`src/rtl/segs_pkg.sv`:
```
// Shared definitions for the seven-segment scan controller: glyph table,
// segment bit order and pin polarity helper.
package segs_pkg;

  localparam int SEG_A = 0;
  localparam int SEG_G = 6;

  // Segment vector in gfedcba order, 1 = lit, before polarity.
  typedef logic [SEG_G:SEG_A] seg_t;

  localparam seg_t GLYPH_TABLE [16] = '{
    7'h3F, 7'h06, 7'h5B, 7'h4F, 7'h66, 7'h6D, 7'h7D, 7'h07,
    7'h7F, 7'h6F, 7'h77, 7'h7C, 7'h39, 7'h5E, 7'h79, 7'h71
  };

  // Idle level of a display pin; doubles as the XOR mask applied to lit levels.
  function automatic logic inactive_level(input bit active_low);
    return active_low;
  endfunction

endpackage

```
`src/rtl/seg_hex_decoder.sv`:
```
// Combinational hex nibble to gfedcba glyph decoder with a blanking override.
module seg_hex_decoder
  import segs_pkg::*;
(
  input  logic [3:0] i_nibble,
  input  logic       i_blank,
  output seg_t       o_seg
);

  // NOTE: default first so every path assigns o_seg and no latch is inferred.
  always_comb begin
    o_seg = GLYPH_TABLE[i_nibble];
    if (i_blank) o_seg = '0;
  end

endmodule

```
`src/rtl/segs_scan_ctrl.sv`:
```
// Time-multiplexed N-digit seven-segment scan controller with double-buffered
// load, blink, leading-zero blanking and selectable pin polarity.
module segs_scan_ctrl
  import segs_pkg::*;
#(
  parameter int DIGITS       = 6,
  parameter int PRESCALE     = 50000,
  parameter int BLINK_FRAMES = 64,
  parameter bit ACTIVE_LOW   = 1'b0
) (
  input  logic                  clk,
  input  logic                  rst,
  input  logic                  load,
  input  logic [4*DIGITS-1:0]   load_data,
  input  logic [DIGITS-1:0]     load_enables,
  input  logic [DIGITS-1:0]     load_points,
  input  logic [DIGITS-1:0]     load_blink,
  input  logic                  lz_blank,
  output logic                  ready,
  output logic [6:0]            seg,
  output logic                  dp,
  output logic [DIGITS-1:0]     an,
  output logic                  frame_tick
);

  localparam int IDX_W = (DIGITS > 1) ? $clog2(DIGITS) : 1;
  localparam int PS_W  = (PRESCALE > 1) ? $clog2(PRESCALE) : 1;
  localparam int FR_W  = (BLINK_FRAMES > 1) ? $clog2(BLINK_FRAMES) : 1;

  localparam logic [IDX_W-1:0] LAST_IDX = IDX_W'(DIGITS - 1);
  localparam logic [PS_W-1:0]  LAST_PS  = PS_W'(PRESCALE - 1);
  localparam logic [FR_W-1:0]  LAST_FR  = FR_W'(BLINK_FRAMES - 1);
  localparam logic             POL      = inactive_level(ACTIVE_LOW);

  typedef struct packed {
    logic [DIGITS-1:0][3:0] data;
    logic [DIGITS-1:0]      en;
    logic [DIGITS-1:0]      pt;
    logic [DIGITS-1:0]      bl;
  } disp_t;

  disp_t             r_active;
  disp_t             r_shadow;
  logic              r_pending;
  logic              r_phase;
  logic              r_frame_tick;
  logic [PS_W-1:0]   r_presc;
  logic [IDX_W-1:0]  r_idx;
  logic [FR_W-1:0]   r_frame;
  logic [6:0]        r_seg;
  logic              r_dp;
  logic [DIGITS-1:0] r_an;

  logic              w_slot_tick;
  logic              w_frame_end;
  logic              w_capture;
  logic              w_dark;
  logic              w_lz_blank;
  logic [DIGITS-1:0] w_upper_zero;
  logic [DIGITS-1:0] w_an_hot;
  seg_t              w_glyph;

  assign w_slot_tick = (r_presc == LAST_PS);
  assign w_frame_end = w_slot_tick && (r_idx == LAST_IDX);
  assign w_capture   = load && !r_pending;

  // w_upper_zero[i]: digit i and every digit above it hold nibble 0.
  always_comb begin
    logic v_zero;
    v_zero       = 1'b1;
    w_upper_zero = '0;
    for (int i = DIGITS - 1; i >= 0; i--) begin
      v_zero          = v_zero && (r_active.data[i] == 4'h0);
      w_upper_zero[i] = v_zero;
    end
  end

  always_comb begin
    w_an_hot = '0;
    for (int i = 0; i < DIGITS; i++) w_an_hot[i] = (r_idx == IDX_W'(i));
  end

  assign w_dark     = r_active.bl[r_idx] && r_phase;
  assign w_lz_blank = lz_blank && (r_idx != '0) && w_upper_zero[r_idx];

  seg_hex_decoder u_decoder (
    .i_nibble (r_active.data[r_idx]),
    .i_blank  (w_dark || w_lz_blank),
    .o_seg    (w_glyph)
  );

  // NOTE: display buffers are reset too: an idle display must be dark, and a
  // reset has to discard a pending load rather than let it commit later.
  always_ff @(posedge clk or posedge rst) begin
    if (rst) begin
      r_active     <= '0;
      r_shadow     <= '0;
      r_pending    <= 1'b0;
      r_phase      <= 1'b0;
      r_frame_tick <= 1'b0;
      r_presc      <= '0;
      r_idx        <= '0;
      r_frame      <= '0;
      r_seg        <= {7{POL}};
      r_dp         <= POL;
      r_an         <= {DIGITS{POL}};
    end else begin
      // NOTE: non-blocking throughout, so every branch below sees pre-edge state.
      r_presc      <= w_slot_tick ? '0 : r_presc + PS_W'(1);
      r_frame_tick <= w_frame_end;
      if (w_slot_tick) r_idx <= (r_idx == LAST_IDX) ? '0 : r_idx + IDX_W'(1);

      if (w_frame_end) begin
        if (r_frame == LAST_FR) begin
          r_frame <= '0;
          r_phase <= ~r_phase;
        end else begin
          r_frame <= r_frame + FR_W'(1);
        end
        if (r_pending) begin
          r_active  <= r_shadow;
          r_pending <= 1'b0;
        end
      end

      // Capture requires an empty shadow, so it never overlaps a commit.
      if (w_capture) begin
        r_shadow  <= '{data: load_data, en: load_enables, pt: load_points, bl: load_blink};
        r_pending <= 1'b1;
      end

      if (r_active.en[r_idx]) begin
        r_an  <= w_an_hot ^ {DIGITS{POL}};
        r_seg <= w_glyph ^ {7{POL}};
        r_dp  <= (r_active.pt[r_idx] && !w_dark) ^ POL;
      end else begin
        r_an  <= {DIGITS{POL}};
        r_seg <= {7{POL}};
        r_dp  <= POL;
      end
    end
  end

  assign ready      = ~r_pending;
  assign seg        = r_seg;
  assign dp         = r_dp;
  assign an         = r_an;
  assign frame_tick = r_frame_tick;

endmodule

```
`config.mk`:
```
export PLATFORM = sky130hd
export DESIGN_NAME = segs_scan_ctrl
export DESIGN_NICKNAME = d
export VERILOG_FILES = /design/src/rtl/segs_pkg.sv /design/src/rtl/seg_hex_decoder.sv /design/src/rtl/segs_scan_ctrl.sv
export SDC_FILE = /design/constraint.sdc
export NUM_CORES = 1
export LEC_CHECK = 0
export ABC_AREA = 1
export CORE_MARGIN = 10
export CORE_UTILIZATION = 66
export CTS_BUF_LIST = sky130_fd_sc_hd__clkbuf_8
export CTS_CLUSTER_SIZE = 14
export DETAILED_ROUTE_END_ITERATION = 8
export DONT_BUFFER_PORTS = 1
export PLACE_DENSITY = 0.82
export RECOVER_POWER = 100
export SYNTH_ARGS = -nofsm -noshare
export SYNTH_HDL_FRONTEND = slang
export SYNTH_HIERARCHICAL = 1
export SYNTH_SLANG_ARGS = --single-unit
```
`constraint.sdc`:
```
create_clock -name clk -period 4 [get_ports clk]
set_input_delay 0.2 -clock clk [delete_from_list [all_inputs] [get_ports clk]]
set_output_delay 0.2 -clock clk [all_outputs]
set_load 0.02 [all_outputs]
```
; After elaboration in Yosys (flattened, before gate mapping)
; Memories as Yosys holds them, arrays and structs flattened.
; Index checks and enable logic that the tools add are counted.
[totals]
reg_bits = 126
rom_bits = 112
elab_cells = 89
memories = 1
[classes]
add_sub_neg = 3
n_lt_le_gt_ge = 2
n_eq_ne = 7
mux = 21
n_bitwise = 3
reduce_logical = 25
[memory_table]
columns = memory, words, width, rd, rd_clocked_by_memory_dff, write_ports, line
row1 = (no name shown), 16, 7, 1, 0, 0, seg_hex_decoder.sv:12  ; o_seg = GLYPH_TABLE[i_nibble];
[ops]
columns = operator, n
row1 = $mux W7, 4
row2 = $logic_not A4 Y1, 6
row3 = $add A16 B1 Y16 const B, 1
row4 = $eq A16 B16 Y1 const B, 1
row5 = $mux W16, 1
row6 = $bmux W1 S3, 4
row7 = $bmux W4 S3, 1
row8 = $mux W6, 2
row9 = $logic_and A1 B1 Y1, 11
row10 = $mux W1, 7
row11 = $add A6 B1 Y6 const B, 1
row12 = $eq A3 B2 Y1 const B, 2
row13 = $eq A3 B3 Y1 const B, 2
row14 = $eq A6 B6 Y1 const B, 1
row15 = $ge A5 B5 Y1 const B, 1
row16 = $not A4 Y5, 1
row17 = $lt A3 B4 Y1 const B, 1
row18 = $mux W4, 1
row19 = $reduce_and A2 Y1, 2
row20 = $add A3 B1 Y3 const B, 1
row21 = $eq A3 B1 Y1 const B, 1
row22 = $logic_not A3 Y1, 1
row23 = $mux W3, 1
row24 = $reduce_bool A3 Y1, 1
row25 = other kinds (4), 6

; Depth between registers and ports, before layout
; Gate-level depths: netlist of run 1.
[logic_depth]
word_depth = 12
mapped_depth = 15
ltp_nobuf = 14

; Hierarchy
; The synthesis of run 1 kept the hierarchy.
[modules_own_cells]
columns = mod, n_inst, cells_each, area_per_inst_um2
row1 = segs_scan_ctrl, 1, 646, 5838.1
row2 = seg_hex_decoder, 1, 48, 269.0

; Worst setup path after synthesis of run 1
; Ideal clock, no wire load.
[synth_path]
path_kind = register -> register
from = register r_idx[1]
to = register r_seg[3] (netlist: seg[3])
t_arrival_ps = 1889
slack_ps = 1993
path_stages_with_launch = 15
path_buffers = 2
path_cell_list = dfrtp_1 -> buf_2 -> nor2_1 -> buf_2 -> a22oi_1 -> nand3_1 -> nand2_1 -> nand2_1 -> inv_1 -> ha_1 -> nand3b_1 -> nand3_1 -> nor2_1 -> inv_1 -> nor2_1
[synth_via]
elab_chain_cells = 8
[synth_rtl]
columns = element, line
row1 = from (decl), segs_scan_ctrl.sv:48  ; logic [IDX_W-1:0] r_idx;
row2 = from (signal assigned), segs_scan_ctrl.sv:111  ; if (w_slot_tick) r_idx <= (r_idx == LAST_IDX) ? '0 : r_idx + IDX_W'(1);
row3 = $bmux W4 S3, segs_scan_ctrl.sv:87  ; .i_nibble (r_active.data[r_idx]),
row4 = $mux W4 (not written as such), segs_scan_ctrl.sv:87
row5 = $not A4 Y5 (not written as such), seg_hex_decoder.sv:12
row6 = $mem_v2 Z16 W7, n/a
row7 = $mux W7 (not written as such) (2 in a row), seg_hex_decoder.sv:12
row8 = $mux W7 (*), seg_hex_decoder.sv:13  ; if (i_blank) o_seg = '0;
row9 = named net w_glyph[3], segs_scan_ctrl.sv:61  ; seg_t w_glyph;
row10 = $mux W7 (*), segs_scan_ctrl.sv:132  ; if (r_active.en[r_idx]) begin
row11 = to (signal assigned), segs_scan_ctrl.sv:104  ; r_seg <= {7{POL}};
row12 = to (signal assigned), segs_scan_ctrl.sv:134  ; r_seg <= w_glyph ^ {7{POL}};
row13 = to (signal assigned), segs_scan_ctrl.sv:138  ; r_seg <= {7{POL}};
row14 = to (decl), segs_scan_ctrl.sv:50  ; logic [6:0] r_seg;
; Mark *: on every way through the listed nets, which the timed path passes. The rest lies on a longest branch. The select of a mux whose other input is x is not followed.
; A chain may end at the register's enable or synchronous reset.

; Worst setup path in the final report of run 1
[layout_path]
from = register r_presc[0]
to = register r_active[5] (netlist name)
[layout_via]
elab_chain_cells = 3
[layout_rtl]
columns = element, line
row1 = from (decl), segs_scan_ctrl.sv:47  ; logic [PS_W-1:0] r_presc;
row2 = from (signal assigned), segs_scan_ctrl.sv:109  ; r_presc <= w_slot_tick ? '0 : r_presc + PS_W'(1);
row3 = $eq A16 B16 Y1, segs_scan_ctrl.sv:63  ; assign w_slot_tick = (r_presc == LAST_PS);
row4 = $logic_and A1 B1 Y1, segs_scan_ctrl.sv:64  ; assign w_frame_end = w_slot_tick && (r_idx == LAST_IDX);
row5 = $reduce_and A2 Y1 (no line), n/a
row6 = to (signal assigned), segs_scan_ctrl.sv:121  ; r_active <= r_shadow;
row7 = to (decl), segs_scan_ctrl.sv:42  ; disp_t r_active;
; No other way between the ends.

==> results of run 1 <==
## synth_stat cells
cell	instances
a21oi_1	5
a22oi_1	4
and2_1	1
buf_2	13
buf_4	3
buf_6	9
clkbuf_1	5
dfrtp_1	126
ha_1	9
inv_1	54
inv_2	5
mux2_2	42
nand2_1	224
nand2_2	2
nand3_1	34
nand3_2	1
nand3b_1	2
nand4_1	48
nand4_4	1
nor2_1	73
nor2_2	1
nor2_4	2
nor2_8	1
nor3_1	3
nor3b_1	2
o21ai_0	11
o21ai_1	3
or2_2	1
xnor2_1	2
xor2_1	7
## worst max-delay path, cell delays in order (launching register included)
cell	delay [ps]
dfrtp_1	370
ha_1	200
nand3_1	160
inv_1	180
nand2_1	90
nor2_2	1480
nand4_1	330
nand2_1	170
## cells by family (layout without fill, tap and decap cells)
kind of cell / Yosys count / after routing / synth area share, %
simple gates: 396 / 396 / 28.4
flops: 126 / 126 / 51.6
buf+inv: 89 / 138 / 7.03
mux: 42 / 42 / 7.74
compound gates: 23 / 23 / 2.05
fa+ha+maj: 9 / 9 / 1.84
xor+xnor: 9 / 9 / 1.29
## layer usage
layer	GRT usage, %	share of wire (%)
met5	0	0
met4	9.09	2.6
met3	6.06	5.8
met1	26.7	41
met2	35.5	50
## final timing paths
path                                           start  cells past startpoint                        to  slack [ps]
worst max-delay path            r_presc[0]$_DFF_PP0_                      7   r_active[5]$_DFFE_PP0P_         940
worst min-delay path                             rst                      2  r_shadow[33]$_DFFE_PP0P_         390
worst max register to register  r_presc[0]$_DFF_PP0_                      7   r_active[5]$_DFFE_PP0P_         940
worst min register to register  r_presc[0]$_DFF_PP0_                      1      r_presc[0]$_DFF_PP0_         460
max in group asynchronous                        rst                      3           an[2]$_DFF_PP0_        1780
min in group clk                       load_data[16]                      2  r_shadow[34]$_DFFE_PP0P_         430
## metrics by stage
stage | utilization [%] | std cells
detailed placement | 66.7 | 780
global placement | 66.7 | 780
finish | 75.7 | 854
floorplan | - | 694
CTS | 76.0 | 854
global route | 75.7 | 854
## power by group
part / switching [W] / internal [W] / total (W)
clock: 0.000518 / 0.000632 / 0.00115
combinational: 0.000221 / 0.000251 / 0.000472
sequential: 0.000127 / 0.00150 / 0.00162
## layout make-up
| cell class | count | share of cell area, % |
|---|---|---|
| inverters | 59 | 3.23 |
| well taps | 111 | 2.01 |
| clock buffers | 18 | 3.59 |
| flip-flops and latches | 126 | 45.7 |
| clock inverters | 13 | 2.41 |
| multi-input cells | 479 | 36.4 |
| repair buffers | 48 | 6.66 |
## registers in the layout, summed over array words and instances, names as in the netlist, 3 cells and up
signal    flops
r_active     42
r_frame       6
r_shadow     42
r_idx         3
an            6
seg           7
r_presc      16
==> metrics, run 1 <==
leading area contributor after synthesis dfrtp_1; Clk pin slew, worst setup/hold paths 80 ps; Place WS approximately 1400 ps; clock period minus worst slack 3060 ps; Final setup viols 0; Crit path required time 4370 ps; Tot GR Track Use 21.8%; pwr dens between 400 and 500 nW/um^2; CTS tree yes; die height 116 um; setup bufs post-CTS 0; hold_buf cts 43; Max Slew Vio Count 97; pin count of the biggest net entering global routing 56; die width between 100 and 150 um; run status complete, but fails checks; Iter 0 DRT Violations 437; Root Buffer clkbuf_8; CTS buffer count 17; RSZ-0062 raised after global routing no; area of the multi-input gates 2510 um^2; WL/cell 16.0 um; CP max FO 51; initial core utilization between 60% and 70%; worst slew pin tran 1980 ps; kind of start point of the critical path flip-flop; routed vias/inst ~5.6; Yosys reg bits about 130; DRC Markers 0; fin area 6900 um^2; Seq/Total Area, Yosys between 50% and 60%; DP Area 6080 um^2; top-area cell type share of the netlist area 51.6%; Synth cell types 30; clock skew 14.3 ps; sequential cell area 3150 um^2; nets@finish 786; Synth Net Count roughly 750; Core Footprint 9110 um^2; share of cells above drive strength 1 11.4%; Syn Inst Count 694; max_slew headroom -32.2%; top-level port count 62; port bufs 0; die area 13500 um^2; Ys Warns 6; initial antenna violation count 0; max cap viols 2; routed wire length 13700 um; most common cell after layout, fill and taps aside nand2_1; P_leak around 3.6 nW; commonest non-fill, non-tap cells in the layout nand2_1 (226), dfrtp_1 (126), nor2_1 (73), inv_1 (57), nand4_1 (48); Peak VDD IR 514 uV; CTS resizes 0; dpl hpwl 8890 um; global-route wire length before repair 23200 um; setup_tns 0 ps; vias 4808; worst skew pair latency between 400 and 500 ps; Post-Syn Area 6110 um^2; Max Freq ~330 MHz; final worst slack 940 ps; violated checks capacitance limit, slew limit; antenna diode count 0; Worst Path Class, Setup reg -> reg; # rows 35; vias in the first global route 4814; final hold slack 392 ps; GPL Wtd Cong 0.940; worst hold path type in -> async; H-tree levels 4; maximum buffer depth of the clock tree 2; top cells by area, synth dfrtp_1 (52%), nand2_1 (14%), mux2_2 (7.7%); Avg Cell Area, Syn a little under 9 um^2; 1st-pass router iterations 5; count of final hold-check violations 0; Fillers 658; total power 0.00325 W; CTS Sinks 126; GRT overflow 0; Layout area overhead 12.9%; Final ANT Viol Nets 0; crit path DAT about 3400 ps; critical path endpoint category flip-flop; fin crit share 76.5%
No activity file was read; power rests on OpenSTA's default activity.
==> inputs of run 2 (changes only) <==
Settings changed: ABC_AREA 1 to 0, CORE_UTILIZATION 66 to 59, PLACE_DENSITY 0.82 to 0.78.
Clock period 4 ns to 2.55 ns, I/O delays scaled along.
==> run 2 against run 1 <==
Effect of this change: the flow now finishes without violations; non-clock buffer count rose by 8; cell area fell by 5.2%; routed wire length fell by 17%; worst hold slack got worse by 58 ps; die area rose by 1.6%; sequential cell count did not move; setup slack got worse by 740 ps; clock skew barely moved; critical path type unchanged; critical endpoint is now seg[2]$_DFF_PP0_; largest power group unchanged.
==> metrics, run 2 <==
run status finished clean; worst skew pair latency about 440 ps; die area between 10000 and 15000 um^2; die height about 120 um; pwr dens 618 nW/um^2; post-synthesis async set-or-reset flop share 100%; max_slew headroom approximately 8.9%; CP bufs+invs 2; critical path endpoint category flip-flop; vias 3496; Root Buffer clkbuf_8; top cells by area, synth dfrtp_1 (57%), mux2_2 (15%), mux4_2 (3.2%); crit path DAT roughly 2700 ps; largest registers r_active: 42 flops, r_shadow: 42 flops, r_presc: 16 flops; worst hold start lz_blank; Seq/Total Area, Yosys 56.7%; Synth Net Count roughly 470; GPL Wtd Cong 0.861; worst r2r path cells 7; WL/cell 19.0 um; Worst Path Class, Setup reg -> reg; commonest non-fill, non-tap cells in the layout dfrtp_1 (125), mux2_2 (73), dlygate4sd3_1 (43), nor2_1 (20), nand2_1 (19); worst slew pin tran 1360 ps; initial core utilization 60.5%; initial antenna violation count 0; Final setup viols 0; Core Footprint 9200 um^2; Yosys reg bits roughly 130; # rows 35; CP delay by family, top compound AO/OA/AOI/OAI gates; Fillers 584; global-route wire length before repair 19400 um; Synth cell types 49; Syn Inst Count between 400 and 500; commonest register cell after synthesis dfrtp_1; final worst slack 203 ps; top-area cell type share of the netlist area 56.7%; clock skew 14.0 ps; clock period minus worst slack 2350 ps; 1st-pass router iterations 4; cell with the most instances after synthesis dfrtp_1; worst hold path type in -> reg; Iter 0 DRT Violations 206; pin count of the biggest net entering global routing 44; R2R Path Start r_idx[1]$_DFFE_PP0N_; top-level port count 62; count of final hold-check violations 0; Max Freq 426 MHz; maximum buffer depth of the clock tree 2; Crit path required time 2920 ps; kind of start point of the critical path flip-flop; Commonest cells post-synth dfrtp_1 (126), mux2_2 (74), nor2_1 (20); fin crit share 92.0%; antenna diode count 0; CP Cell Sequence clkbuf_1 -> mux4_2 -> a31oi_1 -> o21ai_0 -> buf_4 -> a211oi_1 -> and2_0; CP max FO 9; Peak VDD IR around 420 uV; share of cells above drive strength 1 27.0%; setup_tns 0 ps; WHS Endpoint seg[3]$_DFF_PP0_; CTS tree yes; GRT overflow 0; P_leak 3.04 nW; max cap viols 0; worst reg2reg endpoint seg[2]$_DFF_PP0_; Ys Warns 6; routed wire length 11300 um; DRC Markers 0; Post-synth EDFFs 0; Slowest-stage cell, CP dfrtp_1; CTS Sinks 126; Post-Syn Area 5560 um^2; leading area contributor after synthesis dfrtp_1; Clk pin slew, worst setup/hold paths roughly 70 ps; Layout area overhead 17.6%; RSZ-0062 raised after global routing no; Hold Path Depth 5; H-tree levels 4; Avg Cell Area, Syn 13.4 um^2; Place WS ~80 ps; nets@finish 527; dpl hpwl 7650 um; Final ANT Viol Nets 0; Max Slew Vio Count 0; Reg2Reg Setup Slack between 200 and 250 ps; vias in the first global route about 3700; most common cell after layout, fill and taps aside dfrtp_1; crit-path max cell delay approximately 500 ps; routed vias/inst 5.87; Tot GR Track Use 18.4%; die width 117 um; port bufs 0; CTS buffer count 17
-- run 2: where the power goes --
part | total [W] | internal, W | leakage, nW | switching [W]
Combinational | 0.000125 | 0.0000707 | 1.14 | 0.0000548
Clock | 0.00187 | 0.00106 | 0.213 | 0.000804
Sequential | 0.00205 | 0.00203 | 1.69 | 0.0000205
Total | 0.00404 | 0.00316 | 3.04 | 0.000880
-- run 2: routing by layer --
layer  GRT usage (%)  wire length [um]  vias to the layer above
li1                -                 -                     1604
met5               0                 0                        -
met1            23.9              4900                     1757
met3            5.25               692                       15
met4            7.08               163                        0
met2            28.6              5560                      120
-- run 2: worst min-delay path, delay by kind of cell --
family	cells	cell delay [ps]
compound gates	2	220
simple gates	2	200
buf+inv	1	190
-- run 2: timing repair --
action	4_1_cts	5_1_grt
resized for setup	0	4
setup buffers	0	0
setup endpoints to repair	0	7
hold buffers	43	0
endpoints found under the hold margin	71	0
-- run 2: cell families after synthesis --
logic type,Yosys count,share of synthesized area [%]
xor+xnor,15,2.36
mux,102,22.1
flops,126,56.7
fa+ha+maj,9,2.02
buf+inv,28,2.65
compound gates,35,4.07
simple gates,99,10.2
-- run 2: worst max-delay path by stage --
stage,start,to,depth (start not counted)
6_report,r_idx[1]$_DFFE_PP0N_,seg[2]$_DFF_PP0_,7
5_1_grt,r_idx[1]$_DFFE_PP0N_,r_active[18]$_DFFE_PP0P_,5
4_1_cts,r_idx[1]$_DFFE_PP0N_,seg[4]$_DFF_PP0_,7
3_5_place_dp,r_idx[0]$_DFFE_PP0N_,seg[3]$_DFF_PP0_,9
3_3_place_gp,r_idx[0]$_DFFE_PP0N_,seg[3]$_DFF_PP0_,9
2_1_floorplan,r_idx[0]$_DFFE_PP0N_,seg[3]$_DFF_PP0_,10
-- run 2: through the flow --
| step | utilization (%) | power (W) | hold WS [ps] | std cells | cell area (um^2) |
|---|---|---|---|---|---|
| CTS | 71.8 | 0.00408 | 289 | 596 | 6600 |
| floorplan | - | 0.00214 | 279 | 414 | 5570 |
| global placement | 62.4 | 0.00217 | 146 | 521 | 5740 |
| global route | 71.1 | 0.00420 | 353 | 596 | 6540 |
| finish | 71.1 | 0.00404 | 334 | 596 | 6540 |
| detailed placement | 62.4 | 0.00217 | 149 | 521 | 5740 |
-- run 2: final cells by class --
class / count / area, um^2 / area share (%)
Timing Repair Buffer: 56 / 518 / 7.92
Multi-Input combinational cell: 260 / 2260 / 34.5
Sequential cell: 126 / 3150 / 48.2
Clock buffer: 17 / 234 / 3.58
Tap cell: 111 / 139 / 2.12
Clock inverter: 15 / 196 / 3.00
Inverter: 11 / 42.5 / 0.650
==> inputs of run 3 (changes only) <==
Settings changed: RECOVER_POWER 100 to unset.
==> run 3 against run 2 <==
Effect of this change: sequential power is essentially flat; sequential share of layout area down 0.49 points; final cell count is the same; first-iteration DRC count is 17% lower; clock skew hardly changed; setup slack better by 13 ps; register-to-register slack about the same; critical path type unchanged.
==> metrics, run 3 (same netlist as run 2, synthesis figures left out) <==
run status finished clean; die width 117 um; Finished Core Util 71.9%; CTS tree yes; Fillers 572; worst skew pair latency 440 ps; fin crit share 91.5%; dpl hpwl 7650 um; CTS Sinks roughly 130; routed vias/inst 5.81; total power 0.00405 W; WL/cell 19.0 um; final hold slack 295 ps; critical path endpoint category flip-flop; crit path DAT 2710 ps; initial core utilization 60.5%; commonest non-fill, non-tap cells in the layout dfrtp_1 (125), mux2_2 (74), dlygate4sd3_1 (43), nor2_1 (20), nand2_1 (19); kind of start point of the critical path flip-flop; Iter 0 DRT Violations approximately 170; RSZ-0062 raised after global routing no; CP delay by family, top compound AO/OA/AOI/OAI gates; die area 13700 um^2; GPL Wtd Cong about 0.86; GRT overflow 0; Layout area overhead 18.8%; port bufs 0; Max Freq 428 MHz; Slowest-stage cell, CP mux4_2; pin count of the biggest net entering global routing between 40 and 50; Worst Path Class, Setup reg -> reg; worst hold path type in -> async; DRC Markers 0; Max Slew Vio Count 0; crit-path max cell delay 540 ps; nets@finish 527; clock period minus worst slack 2330 ps; clock skew 14.4 ps; H-tree levels 4; Crit path required time between 2000 and 3000 ps; max cap viols 0; P_leak 3.09 nW; top-level port count 62; DP Cell Count 521; CP bufs+invs 2; Final setup viols 0; most common cell after layout, fill and taps aside dfrtp_1; vias 3461; CP max FO 14; Core Footprint just over 9000 um^2; share of cells above drive strength 1 28.5%; CTS buffer count 17; max_slew headroom between 40% and 50%; Root Buffer clkbuf_8; global-route wire length before repair 19400 um; Peak VDD IR around 420 uV; largest registers r_active: 42 flops, r_shadow: 42 flops, r_presc: 16 flops; 1st-pass router iterations 4; count of final hold-check violations 0; CP Cell Sequence buf_4 -> mux4_2 -> a31oi_1 -> o21ai_0 -> buf_4 -> a211oi_1 -> and2_1; Final ANT Viol Nets 0; routed wire length 11300 um; worst slew pin tran 798 ps; die height approximately 120 um; # rows 35; setup_tns 0 ps; pwr dens 613 nW/um^2; setup bufs post-CTS 0; antenna diode count 0; Clk pin slew, worst setup/hold paths roughly 80 ps; Reg2Reg Setup Slack between 200 and 250 ps; maximum buffer depth of the clock tree 2; count of non-filler cells in the finished layout 596; vias in the first global route 3681; initial antenna violation count 0; CP dominant cell by count buf_4; Tot GR Track Use a little under a fifth
[run 3: cell type report]
type	instances	area [um^2]	share of cell area (%)
well taps	111	139	2.10
multi-input cells	260	2270	34.4
flip-flops and latches	126	3150	47.7
clock buffers	17	234	3.54
clock inverters	15	196	2.97
inverters	11	45.0	0.682
repair buffers	56	566	8.56
[run 3: power by group]
group	leakage (nW)	switching (W)	internal, W	total (W)
Sequential	1.69	0.0000204	0.00203	0.00205
Clock	0.213	0.000807	0.00106	0.00187
Combinational	1.18	0.0000561	0.0000767	0.000133
[run 3: routing by layer]
| metal | part of all wire, % | vias to the layer above | wire length [um] | track usage [%] |
|---|---|---|---|---|
| met4 | 1.4 | 0 | 164 | 7.08 |
| met3 | 5.8 | 12 | 662 | 5.25 |
| met1 | 44 | 1743 | 4940 | 23.9 |
| met2 | 49 | 102 | 5580 | 28.6 |
| met5 | 0 | - | 0 | 0 |
| li1 | - | 1604 | - | - |
[run 3: timing repair]
action,4_1_cts,5_1_grt
hold endpoints to repair,71,0
resized for setup,0,4
endpoints found under the setup margin,0,7
hold buffers,43,0
[run 3: final timing paths]
| path | cells past startpoint | start | to |
|---|---|---|---|
| max in group asynchronous | 3 | rst | r_active[4]$_DFFE_PP0P_ |
| worst min register to register | 1 | r_presc[0]$_DFF_PP0_ | r_presc[0]$_DFF_PP0_ |
| worst max-delay path | 7 | r_idx[0]$_DFFE_PP0N_ | seg[2]$_DFF_PP0_ |
| worst min-delay path | 2 | rst | r_shadow[1]$_DFFE_PP0P_ |
| min in group clk | 5 | lz_blank | seg[3]$_DFF_PP0_ |
| worst max register to register | 7 | r_idx[0]$_DFFE_PP0N_ | seg[2]$_DFF_PP0_ |
[run 3: stage by stage]
stage          worst slack (ps)  area, um^2
2_1_floorplan              5.86        5570
3_3_place_gp                221        5740
3_5_place_dp               80.3        5740
4_1_cts                    69.0        6600
5_1_grt                    17.7        6610
6_report                    216        6610
[run 3: worst reg2reg max path, stage by stage (launching register included)]
cell	delay (ps)
dfrtp_2	450
buf_4	260
mux4_2	540
a31oi_1	280
o21ai_0	220
buf_4	200
a211oi_1	170
and2_1	150
